**src/rtl/alu_seq.sv**
```systemverilog
// rtl/alu_seq.sv - multi-cycle ALU with valid/ready handshake on input and output
//
// Purpose:
//   Eight legacy single-cycle operations plus SRA, SLT, iterative unsigned
//   multiply (shift-add) and unsigned restoring divide. Results are registered
//   and held until the consumer takes them.
//
// Ports:
//   clk          rising-edge clock
//   rst_n        synchronous active-low reset
//   in_valid     operands/op presented
//   in_ready     block can accept an operation (IDLE only)
//   SrcA, SrcB   operands
//   ALUControl   4-bit opcode
//   shamt        shift amount for SLL/SRL/SRA (shifts SrcB)
//   out_valid    result available (DONE)
//   out_ready    consumer takes the result
//   ALUResult    result / MULU low word / DIVU quotient
//   ALUResultHi  MULU high word / DIVU remainder / 0 otherwise
//   Zero         ALUResult == 0
//   Err          DIVU by zero or illegal opcode

module alu_seq #(
    parameter int WIDTH   = 32,
    parameter int SHAMT_W = $clog2(WIDTH)
) (
    input  logic                 clk,
    input  logic                 rst_n,
    input  logic                 in_valid,
    output logic                 in_ready,
    input  logic [WIDTH-1:0]     SrcA,
    input  logic [WIDTH-1:0]     SrcB,
    input  logic [3:0]           ALUControl,
    input  logic [SHAMT_W-1:0]   shamt,
    output logic                 out_valid,
    input  logic                 out_ready,
    output logic [WIDTH-1:0]     ALUResult,
    output logic [WIDTH-1:0]     ALUResultHi,
    output logic                 Zero,
    output logic                 Err
);

    localparam int CNT_W = $clog2(WIDTH) + 1;

    localparam logic [3:0] OP_AND  = 4'b0000;
    localparam logic [3:0] OP_OR   = 4'b0001;
    localparam logic [3:0] OP_ADD  = 4'b0010;
    localparam logic [3:0] OP_XOR  = 4'b0011;
    localparam logic [3:0] OP_SLL  = 4'b0100;
    localparam logic [3:0] OP_SRL  = 4'b0101;
    localparam logic [3:0] OP_SUB  = 4'b0110;
    localparam logic [3:0] OP_SLTU = 4'b0111;
    localparam logic [3:0] OP_SRA  = 4'b1000;
    localparam logic [3:0] OP_SLT  = 4'b1001;
    localparam logic [3:0] OP_MULU = 4'b1010;
    localparam logic [3:0] OP_DIVU = 4'b1011;

    typedef enum logic [1:0] {
        S_IDLE = 2'd0,
        S_BUSY = 2'd1,
        S_DONE = 2'd2
    } state_t;

    state_t             r_state;
    logic [CNT_W-1:0]   r_cnt;
    logic               r_is_div;
    // Iteration working registers: r_hi is the product high word / partial
    // remainder, r_lo is the multiplier / dividend shifting into the quotient.
    logic [WIDTH-1:0]   r_hi;
    logic [WIDTH-1:0]   r_lo;
    logic [WIDTH-1:0]   r_b;

    logic               r_in_ready;
    logic               r_out_valid;
    logic [WIDTH-1:0]   r_res;
    logic [WIDTH-1:0]   r_res_hi;
    logic               r_zero;
    logic               r_err;

    logic [WIDTH-1:0]   w_alu;
    logic               w_illegal;

    logic [WIDTH:0]     w_mul_sum;
    logic [WIDTH-1:0]   w_mul_hi;
    logic [WIDTH-1:0]   w_mul_lo;

    logic [WIDTH:0]     w_div_shift;
    logic               w_div_ge;
    logic [WIDTH-1:0]   w_div_rem;
    logic [WIDTH-1:0]   w_div_quo;

    logic [WIDTH-1:0]   w_next_hi;
    logic [WIDTH-1:0]   w_next_lo;

    // Single-cycle operations, evaluated straight from the inputs so the
    // result can be registered on the accept edge.
    always_comb begin
        w_alu     = '0;
        w_illegal = 1'b0;
        case (ALUControl)
            OP_AND:  w_alu = SrcA & SrcB;
            OP_OR:   w_alu = SrcA | SrcB;
            OP_ADD:  w_alu = SrcA + SrcB;
            OP_XOR:  w_alu = SrcA ^ SrcB;
            OP_SLL:  w_alu = SrcB << shamt;
            OP_SRL:  w_alu = SrcB >> shamt;
            OP_SUB:  w_alu = SrcA - SrcB;
            OP_SLTU: w_alu = {{(WIDTH-1){1'b0}}, (SrcA < SrcB)};
            OP_SRA:  w_alu = $signed(SrcB) >>> shamt;
            OP_SLT:  w_alu = {{(WIDTH-1){1'b0}}, ($signed(SrcA) < $signed(SrcB))};
            OP_MULU: w_alu = '0;
            OP_DIVU: w_alu = '0;
            default: w_illegal = 1'b1;
        endcase
    end

    // Shift-add multiply step: conditionally add the multiplicand into the
    // high word, then shift the whole {carry, hi, lo} right by one.
    always_comb begin
        w_mul_sum = {1'b0, r_hi} + (r_lo[0] ? {1'b0, r_b} : {(WIDTH+1){1'b0}});
        w_mul_hi  = w_mul_sum[WIDTH:1];
        w_mul_lo  = {w_mul_sum[0], r_lo[WIDTH-1:1]};
    end

    // Restoring divide step: shift the next dividend bit into the partial
    // remainder, subtract the divisor only if it fits. The difference fits
    // in WIDTH bits whenever the subtraction is taken.
    always_comb begin
        w_div_shift = {r_hi, r_lo[WIDTH-1]};
        w_div_ge    = (w_div_shift >= {1'b0, r_b});
        w_div_rem   = w_div_ge ? (w_div_shift[WIDTH-1:0] - r_b) : w_div_shift[WIDTH-1:0];
        w_div_quo   = {r_lo[WIDTH-2:0], w_div_ge};
    end

    always_comb begin
        w_next_hi = r_is_div ? w_div_rem : w_mul_hi;
        w_next_lo = r_is_div ? w_div_quo : w_mul_lo;
    end

    always_ff @(posedge clk) begin
        if (!rst_n) begin
            r_state     <= S_IDLE;
            r_cnt       <= '0;
            r_is_div    <= 1'b0;
            r_hi        <= '0;
            r_lo        <= '0;
            r_b         <= '0;
            r_in_ready  <= 1'b1;
            r_out_valid <= 1'b0;
            r_res       <= '0;
            r_res_hi    <= '0;
            r_zero      <= 1'b0;
            r_err       <= 1'b0;
        end else begin
            case (r_state)
                S_IDLE: begin
                    if (in_valid) begin
                        r_in_ready <= 1'b0;
                        if (ALUControl == OP_MULU ||
                            (ALUControl == OP_DIVU && SrcB != '0)) begin
                            r_hi     <= '0;
                            r_lo     <= SrcA;
                            r_b      <= SrcB;
                            r_is_div <= (ALUControl == OP_DIVU);
                            r_cnt    <= CNT_W'(WIDTH);
                            r_state  <= S_BUSY;
                        end else if (ALUControl == OP_DIVU) begin
                            // Divide by zero short-circuits: no iterations.
                            r_res       <= '1;
                            r_res_hi    <= SrcA;
                            r_zero      <= 1'b0;
                            r_err       <= 1'b1;
                            r_out_valid <= 1'b1;
                            r_state     <= S_DONE;
                        end else begin
                            // Illegal opcodes fall out with w_alu = 0, so Zero=1.
                            r_res       <= w_alu;
                            r_res_hi    <= '0;
                            r_zero      <= (w_alu == '0);
                            r_err       <= w_illegal;
                            r_out_valid <= 1'b1;
                            r_state     <= S_DONE;
                        end
                    end
                end
                S_BUSY: begin
                    r_hi  <= w_next_hi;
                    r_lo  <= w_next_lo;
                    r_cnt <= r_cnt - 1'b1;
                    // Last iteration loads the outputs directly so out_valid
                    // rises on the edge the counter reaches zero.
                    if (r_cnt == CNT_W'(1)) begin
                        r_res       <= w_next_lo;
                        r_res_hi    <= w_next_hi;
                        r_zero      <= (w_next_lo == '0);
                        r_err       <= 1'b0;
                        r_out_valid <= 1'b1;
                        r_state     <= S_DONE;
                    end
                end
                S_DONE: begin
                    if (out_ready) begin
                        r_out_valid <= 1'b0;
                        r_in_ready  <= 1'b1;
                        r_zero      <= 1'b0;
                        r_err       <= 1'b0;
                        r_state     <= S_IDLE;
                    end
                end
                default: begin
                    r_state     <= S_IDLE;
                    r_in_ready  <= 1'b1;
                    r_out_valid <= 1'b0;
                end
            endcase
        end
    end

    assign in_ready    = r_in_ready;
    assign out_valid   = r_out_valid;
    assign ALUResult   = r_res;
    assign ALUResultHi = r_res_hi;
    assign Zero        = r_zero;
    assign Err         = r_err;

endmodule

```
**config.mk**
```make
export PLATFORM = sky130hd
export DESIGN_NAME = alu_seq
export DESIGN_NICKNAME = d
export VERILOG_FILES = /design/src/rtl/alu_seq.sv
export SDC_FILE = /design/constraint.sdc
export NUM_CORES = 1
export LEC_CHECK = 0
export ABC_CLOCK_PERIOD_IN_PS = 3500
export CAP_MARGIN = 20
export CELL_PAD_IN_SITES_DETAIL_PLACEMENT = 1
export CELL_PAD_IN_SITES_GLOBAL_PLACEMENT = 2
export CORE_MARGIN = 2
export CORE_UTILIZATION = 33
export CTS_CLUSTER_DIAMETER = 150
export CTS_CLUSTER_SIZE = 16
export DETAILED_ROUTE_END_ITERATION = 6
export GPL_ROUTABILITY_DRIVEN = 0
export HOLD_SLACK_MARGIN = 0.05
export PLACE_DENSITY = 0.79
export SLEW_MARGIN = 40
export SYNTH_ARGS = -nofsm -noshare
export SYNTH_HDL_FRONTEND = slang
export SYNTH_SLANG_ARGS = --single-unit
```
**constraint.sdc**
```tcl
create_clock -name clk -period 3.5 [get_ports clk]
set_input_delay 0.35 -clock clk [delete_from_list [all_inputs] [get_ports clk]]
set_output_delay 0.35 -clock clk [all_outputs]
set_load 0.02 [all_outputs]
```
== Word level (Yosys, flattened, before mapping) ==
Cells that the tools add are included.
Widths: inputs -> output; s select.

* Add/sub/neg operators: 5
* Bitwise operators: 4
* Order comparisons: 3
* Reductions and logical operators: 17
* Eq/ne operators: 19
* Multiplexer cells: 48
* Shifts and indexed selects: 3

{| class="wikitable"
|+ Operators by type and width
! kind !! count
|-
| $mux 32 || 16
|-
| $pmux 32 s10 || 1
|-
| $pmux 32 s2 || 4
|-
| $logic_not 32->1 || 2
|-
| $lt 32x32->1 || 2
|-
| $sub 32x32->32 || 2
|-
| $add 32x32->33 || 1
|-
| $ge 33x32->1 || 1
|-
| $add 32x32->32 || 1
|-
| $and 32x32->32 || 1
|-
| $or 32x32->32 || 1
|-
| $reduce_bool 32->1 || 1
|-
| $shl 32x5->32 || 1
|-
| $shr 32x5->32 || 1
|-
| $sshr 32x5->32 || 1
|-
| $xor 32x32->32 || 1
|-
| $eq 4x3->1 const B || 4
|-
| $eq 4x4->1 const B || 4
|-
| $mux 1 || 15
|-
| $mux 6 || 2
|-
| $pmux 1 s3 || 4
|-
| $pmux 6 s2 || 1
|-
| $reduce_and 3->1 || 4
|-
| $reduce_or 11->1 || 1
|-
| other kinds (18) || 27
|}

* Register bits: 173
* Word-level logic and storage cells: 111
* Output and inout bits: 68

== Logic depth before layout (Yosys ltp) ==
* Word-level depth: 7
* Gate-level depth with buffers: 17

== Worst setup path before layout ==
No wires, ideal clock.

* Path kind: input port to flip-flop
* Start point: input SrcB[20]
* End point: register r_res[31] (netlist: ALUResult[31])
* Data required time: 3.384 ns
* Buffers on the path: 2
* Data arrival time: 3.509 ns
* Setup time: 0.116 ns
* Slack: -0.125 ns
* Cell stages on the path: 14
* Cell sequence: clkbuf_1 inv_1 ha_1 buf_2 or4_1 or3_1 or2_1 o2111ai_1 a31oi_1 or4_1 o32a_1 a31oi_1 a221oi_1 a31o_2

* Word-level cells in the longest chain between the ends: 6
* Elaborated cells between the ends (all ways): 15

{| class="wikitable"
|+ Ends and longest elaborated chain
! item !! line !! source
|-
| start, declared || 32 || <nowiki>input logic [WIDTH-1:0] SrcB,</nowiki>
|-
| $sub 32x32->32, or another cell as far along || 107 || <nowiki>OP_SUB: w_alu = SrcA - SrcB;</nowiki>
|-
| $pmux 32 s10 || 100 || <nowiki>case (ALUControl)</nowiki>
|-
| $mux 32 || 167 || <nowiki>end else if (ALUControl == OP_DIVU) begin</nowiki>
|-
| $mux 32 || 159 || <nowiki>if (ALUControl == OP_MULU ||</nowiki>
|-
| $mux 32 || 157 || <nowiki>if (in_valid) begin</nowiki>
|-
| $pmux 32 s2 || 155 || <nowiki>case (r_state)</nowiki>
|-
| end signal, assigned || 177 || <nowiki>r_res <= w_alu;</nowiki>
|-
| end signal, assigned || 193 || <nowiki>r_res <= w_next_lo;</nowiki>
|-
| end, declared || 75 || <nowiki>logic [WIDTH-1:0] r_res;</nowiki>
|}

Parallel ways exist; a longest one is shown, timed or not. The select of a mux whose other input is x is not followed.
A chain may end at the register's enable or synchronous reset.

== Worst setup path in the final report ==
* Start point: register r_lo[0]
* End point: register r_res_hi[24] (netlist: ALUResultHi[24])

* Word-level cells in the longest chain between the ends: 5

{| class="wikitable"
|+ Ends and longest elaborated chain
! item !! line !! source
|-
| start, declared || 70 || <nowiki>logic [WIDTH-1:0] r_lo;</nowiki>
|-
| start signal, assigned || 162 || <nowiki>r_lo <= SrcA;</nowiki>
|-
| start signal, assigned || 188 || <nowiki>r_lo <= w_next_lo;</nowiki>
|-
| $mux 32 || 120 || <nowiki>w_mul_sum = {1'b0, r_hi} + (r_lo[0] ? {1'b0, r_b} : {(WIDTH+1){1'b0}});</nowiki>
|-
| $add 32x32->33 || 120 ||
|-
| $mux 32 || 136 || <nowiki>w_next_hi = r_is_div ? w_div_rem : w_mul_hi;</nowiki>
|-
| $mux 32 || 192 || <nowiki>if (r_cnt == CNT_W'(1)) begin</nowiki>
|-
| $pmux 32 s2 || 155 ||
|-
| end signal, assigned || 170 || <nowiki>r_res_hi <= SrcA;</nowiki>
|-
| end signal, assigned || 194 || <nowiki>r_res_hi <= w_next_hi;</nowiki>
|-
| end, declared || 76 || <nowiki>logic [WIDTH-1:0] r_res_hi;</nowiki>
|}

No other way between the ends. The select of a mux whose other input is x is not followed.

==> metrics.md <==
| Metric | Value |
|---|---|
| Status | complete, but fails checks |
| Violated checks | negative setup slack |
| Cell total after placement | 4625 |
| Post-CTS Hold Fix Bufs | 0 |
| Global route overflow | 0 |
| First-pass iteration count of the detailed router | 6 |
| Transition at the pin with the smallest max-transition slack | just over 1 ns |
| Cts bufs inserted | 17 |
| Layout Nets | 4108 |
| Achievable clock frequency | roughly 270 MHz |
| Crit end category | register |
| Final ANT Viol Nets | 0 |
| Count of pins over their slew limit | 0 |
| Routed wirelength normalized by instance count | 28.84 um |
| Number of nets produced by synthesis | 3205 |
| Max Root-Sink Buffers | 2 |
| Sequential fraction of the synthesis area | 0.1588 |
| Number of enable flip-flop cells after synthesis | 0 |
| Area growth from synthesis to layout | 53.89% |
| Clock sink total | between 150 and 200 |
| Largest stage delay on the critical path | roughly 0.40 ns |
| Core Footprint | 65630 um^2 |
| Drt first-iter violations | 3341 |
| Warning count from the yosys run | 0 |
| Cell type of the slowest stage on the worst timing path | sky130_fd_sc_hd__or3_4 |
| FP Rows | 94 |
| Cell area after synthesis | 21810 um^2 |
| Number of antenna violations at the first check in global routing | 5 |
| Area share of xor/xnor cells in the synthesized design | 0.02369 |
| Clock tree from TritonCTS | done |
| Port-buffer cells | 144 |
| Worst setup slack after layout | -0.2560 ns |
| Worst max-slew margin expressed relative to the limit | 0.3023 |
| FF+latch count, synth | between 150 and 200 |
| Setup repair after global routing missed its margin | yes |
| Adder and majority cell fraction of the synthesized area | 0.1000 |
| Post-route minimum period | 3.756 ns |
| Finished Core Util | 0.5115 |
| Worst-Skew Late Latency | ~0.47 ns |
| Gate count after technology mapping | 2956 |
| Number of I/O pins | 145 |
| Effective utilization at floorplan | 0.3324 |
| Yosys cell types | 103 |
| Startpoint kind of the worst setup timing path | register |
| Crit path top cell by count | sky130_fd_sc_hd__buf_6 |
| H-tree depth reported by CTS | 4 |
| Number of vias per cell after detailed routing | 6.355 |
| Critical path class | register to register |
| Final period utilization | 1.073 |
| Vias after detailed routing | 30110 |
| Die height | 261.1 um |
| Maximum VDD drop | 356.8 uV |
| Worst-path cell chain | buf_12, and2_4, ha_4, buf_6, nand3_2, o211ai_1, buf_4, o221a_4, a211oi_4, or3_4, buf_6, nor2_4, nor3_4, o31ai_2, xor2_1, nor2_1, a21o_1, a21oi_2 |
| Post-synthesis area per instance | around 7.4 um^2 |
| Clock transition at the registers of the reported paths | 0.07 ns |
| Total die area | 68180 um^2 |
| Fraction of final layout cells with drive strength greater than 1 | 0.3782 |
| Largest family of logic cells by synthesized area | compound AO/OA/AOI/OAI gates |
| Dominant synthesized flop cell | sky130_fd_sc_hd__dfxtp_1 |
| Total global routing track utilization | 0.3759 |
| Final count of negative-setup-slack endpoints | 26 |
| Root cell of the clock tree | sky130_fd_sc_hd__clkbuf_16 |
| Number of global-route vias before repair | 30380 |
| Synth cell count leaders | sky130_fd_sc_hd__nand2_1, sky130_fd_sc_hd__a21oi_1, sky130_fd_sc_hd__nor2_1 |
| Wire length of the first global-routing pass | just under 200000 um |
| Synth top area share | 0.1588 |
| Share of synthesized area spent on multiplexers | 0.1356 |
| Synth area leader | sky130_fd_sc_hd__dfxtp_1 |
| Basic-gate share of the synthesized area counting and, or, nand and nor cells | 0.2098 |
| Residual DRC | 0 |
| Number of max-cap violations | 0 |
| Highest fanout seen on the critical path | 8 |
| Pwr per Cell Area | 297.0 nW/um^2 |
| Clock Skew | 0.01588 ns |
| LEAKAGE | 14.39 nW |
| Share of flip-flops with an asynchronous set or reset | 0 |
| Floorplan die width | 261.1 um |
| Final Non-Filler Cells | 4737 |
| Arrival time at the worst endpoint | between 4 and 5 ns |
| Leading cell types by total area after synthesis | sky130_fd_sc_hd__dfxtp_1, sky130_fd_sc_hd__ha_1, sky130_fd_sc_hd__a21oi_1 |
| Post-synthesis compound-gate area fraction | 0.2947 |
| Class of the tightest hold or removal check | primary input to register |
| Required time of the worst setup path | between 3 and 4 ns |
| Pin count of the biggest net entering global routing | 70 |
| Final hold violation count | 0 |
| Final HPWL from detailed placement | 103900 um |
| Overall power of the completed layout | 9.970 mW |
| Total Wirelength | 136600 um |
| Most common cell in the netlist | sky130_fd_sc_hd__nand2_1 |
==> power breakdown <==
| group | total, mW | internal [mW] | switching, mW | leakage, nW |
|---|---|---|---|---|
| logic | 5.67 | 2.54 | 3.13 | 12.7 |
| registers | 2.20 | 2.09 | 0.112 | 1.41 |
| clock network | 2.10 | 1.13 | 0.966 | 0.303 |
| total | 9.97 | 5.76 | 4.21 | 14.4 |
==> layout make-up <==
type,instances,area [um^2]
Clock inverter,12,148.9
Tap cell,864,1081
Timing Repair Buffer,1119,9170
Antenna cell,2,5.005
Clock buffer,19,464.2
Multi-Input combinational cell,2377,18570
Fill cell,7906,32060
Inverter,171,645.6
Sequential cell,173,3483
==> stage by stage <==
step	setup TNS [ns]	cell area, um^2	hold WS (ns)	worst slack, ns
finish	-2.656	33570	0.3532	-0.2560
global route	-5.257	33560	0.3227	-0.4803
CTS	-0.7677	32360	0.4582	-0.1407
detailed placement	-38.77	30390	0.4488	-1.160
global placement	-28.74	30380	0.4351	-0.9548
floorplan	-0.01119	21870	0.4439	-0.01119
==> cells by family (layout without fill, tap and decap cells) <==
group,Yosys count,after routing
XOR/XNOR,59,59
AND/OR/NAND/NOR,962,962
flip-flops,173,173
adder cells (fa/ha/maj),172,172
AO/OA/AOI/OAI,976,976
multiplexers,208,208
buffers and inverters,406,1321
other,0,2
==> final timing paths <==
kind	startpoint	cells after the start	slack [ns]	end
setup reg to reg	r_lo[0]$_SDFFE_PN0P_	18	-0.26	ALUResultHi[24]$_SDFFE_PN0P_
hold / removal	SrcA[2]	3	0.35	r_lo[2]$_SDFFE_PN0P_
hold reg to reg	out_valid$_SDFFE_PN0P_	2	0.46	out_valid$_SDFFE_PN0P_
setup / recovery	r_lo[0]$_SDFFE_PN0P_	18	-0.26	ALUResultHi[24]$_SDFFE_PN0P_
==> cells in the final DEF (no fill, tap or decap), types with 24 or more instances in the layout <==
| master | instances |
|---|---|
| sky130_fd_sc_hd__dfxtp_1 | 161 |
| sky130_fd_sc_hd__inv_1 | 148 |
| sky130_fd_sc_hd__buf_6 | 43 |
| sky130_fd_sc_hd__o21ai_0 | 117 |
| sky130_fd_sc_hd__a22oi_1 | 26 |
| sky130_fd_sc_hd__a21oi_1 | 274 |
| sky130_fd_sc_hd__a31oi_1 | 28 |
| sky130_fd_sc_hd__clkdlybuf4s50_1 | 96 |
| sky130_fd_sc_hd__a21oi_2 | 40 |
| sky130_fd_sc_hd__nand2b_1 | 28 |
| sky130_fd_sc_hd__a21o_1 | 51 |
| sky130_fd_sc_hd__mux4_2 | 67 |
| sky130_fd_sc_hd__ha_1 | 134 |
| sky130_fd_sc_hd__mux2_2 | 29 |
| sky130_fd_sc_hd__mux2i_1 | 101 |
| sky130_fd_sc_hd__ha_4 | 29 |
| sky130_fd_sc_hd__and2_1 | 38 |
| sky130_fd_sc_hd__dlygate4sd2_1 | 25 |
| sky130_fd_sc_hd__o211ai_1 | 87 |
| sky130_fd_sc_hd__xnor2_1 | 42 |
| sky130_fd_sc_hd__a211oi_1 | 35 |
| sky130_fd_sc_hd__nor3_1 | 51 |
| sky130_fd_sc_hd__nor4_1 | 26 |
| sky130_fd_sc_hd__buf_4 | 909 |
| sky130_fd_sc_hd__nand3_1 | 71 |
| sky130_fd_sc_hd__buf_12 | 24 |
| sky130_fd_sc_hd__nor2_1 | 175 |
| sky130_fd_sc_hd__nand2_1 | 360 |
==> per-layer routing <==
metal	wire length (um)	vias to the layer above	GRT usage
met5	11	-	0
met4	11220	2	0.2399
met3	14250	655	0.08401
met2	59680	1965	0.5944
met1	51440	14780	0.4622
li1	-	12710	-
==> critical path: cells and delay by family, from the launching register on <==
kind / cells / cell delay, ns
xor+xnor: 1 / 0.26
simple gates: 6 / 0.96
compound gates: 6 / 1.16
fa+ha+maj: 1 / 0.29
buf+inv: 4 / 0.62
flops: 1 / 0.39
==> sequential cells by signal (all words and copies together), names as in the netlist <==
signal	count
ALUResult	32
r_cnt	6
Err	1
in_ready	1
r_state	2
Zero	1
r_b	32
r_hi	32
r_is_div	1
r_lo	32
out_valid	1
ALUResultHi	32
==> what timing repair did <==
item | 4_1_cts | 5_1_grt
gates cloned | 1 | 0
setup endpoints to repair | 81 | 76
pin swaps | 95 | 108
setup buffers | 50 | 40
resized for setup | 260 | 239
(Power assumes the default switching activity.)
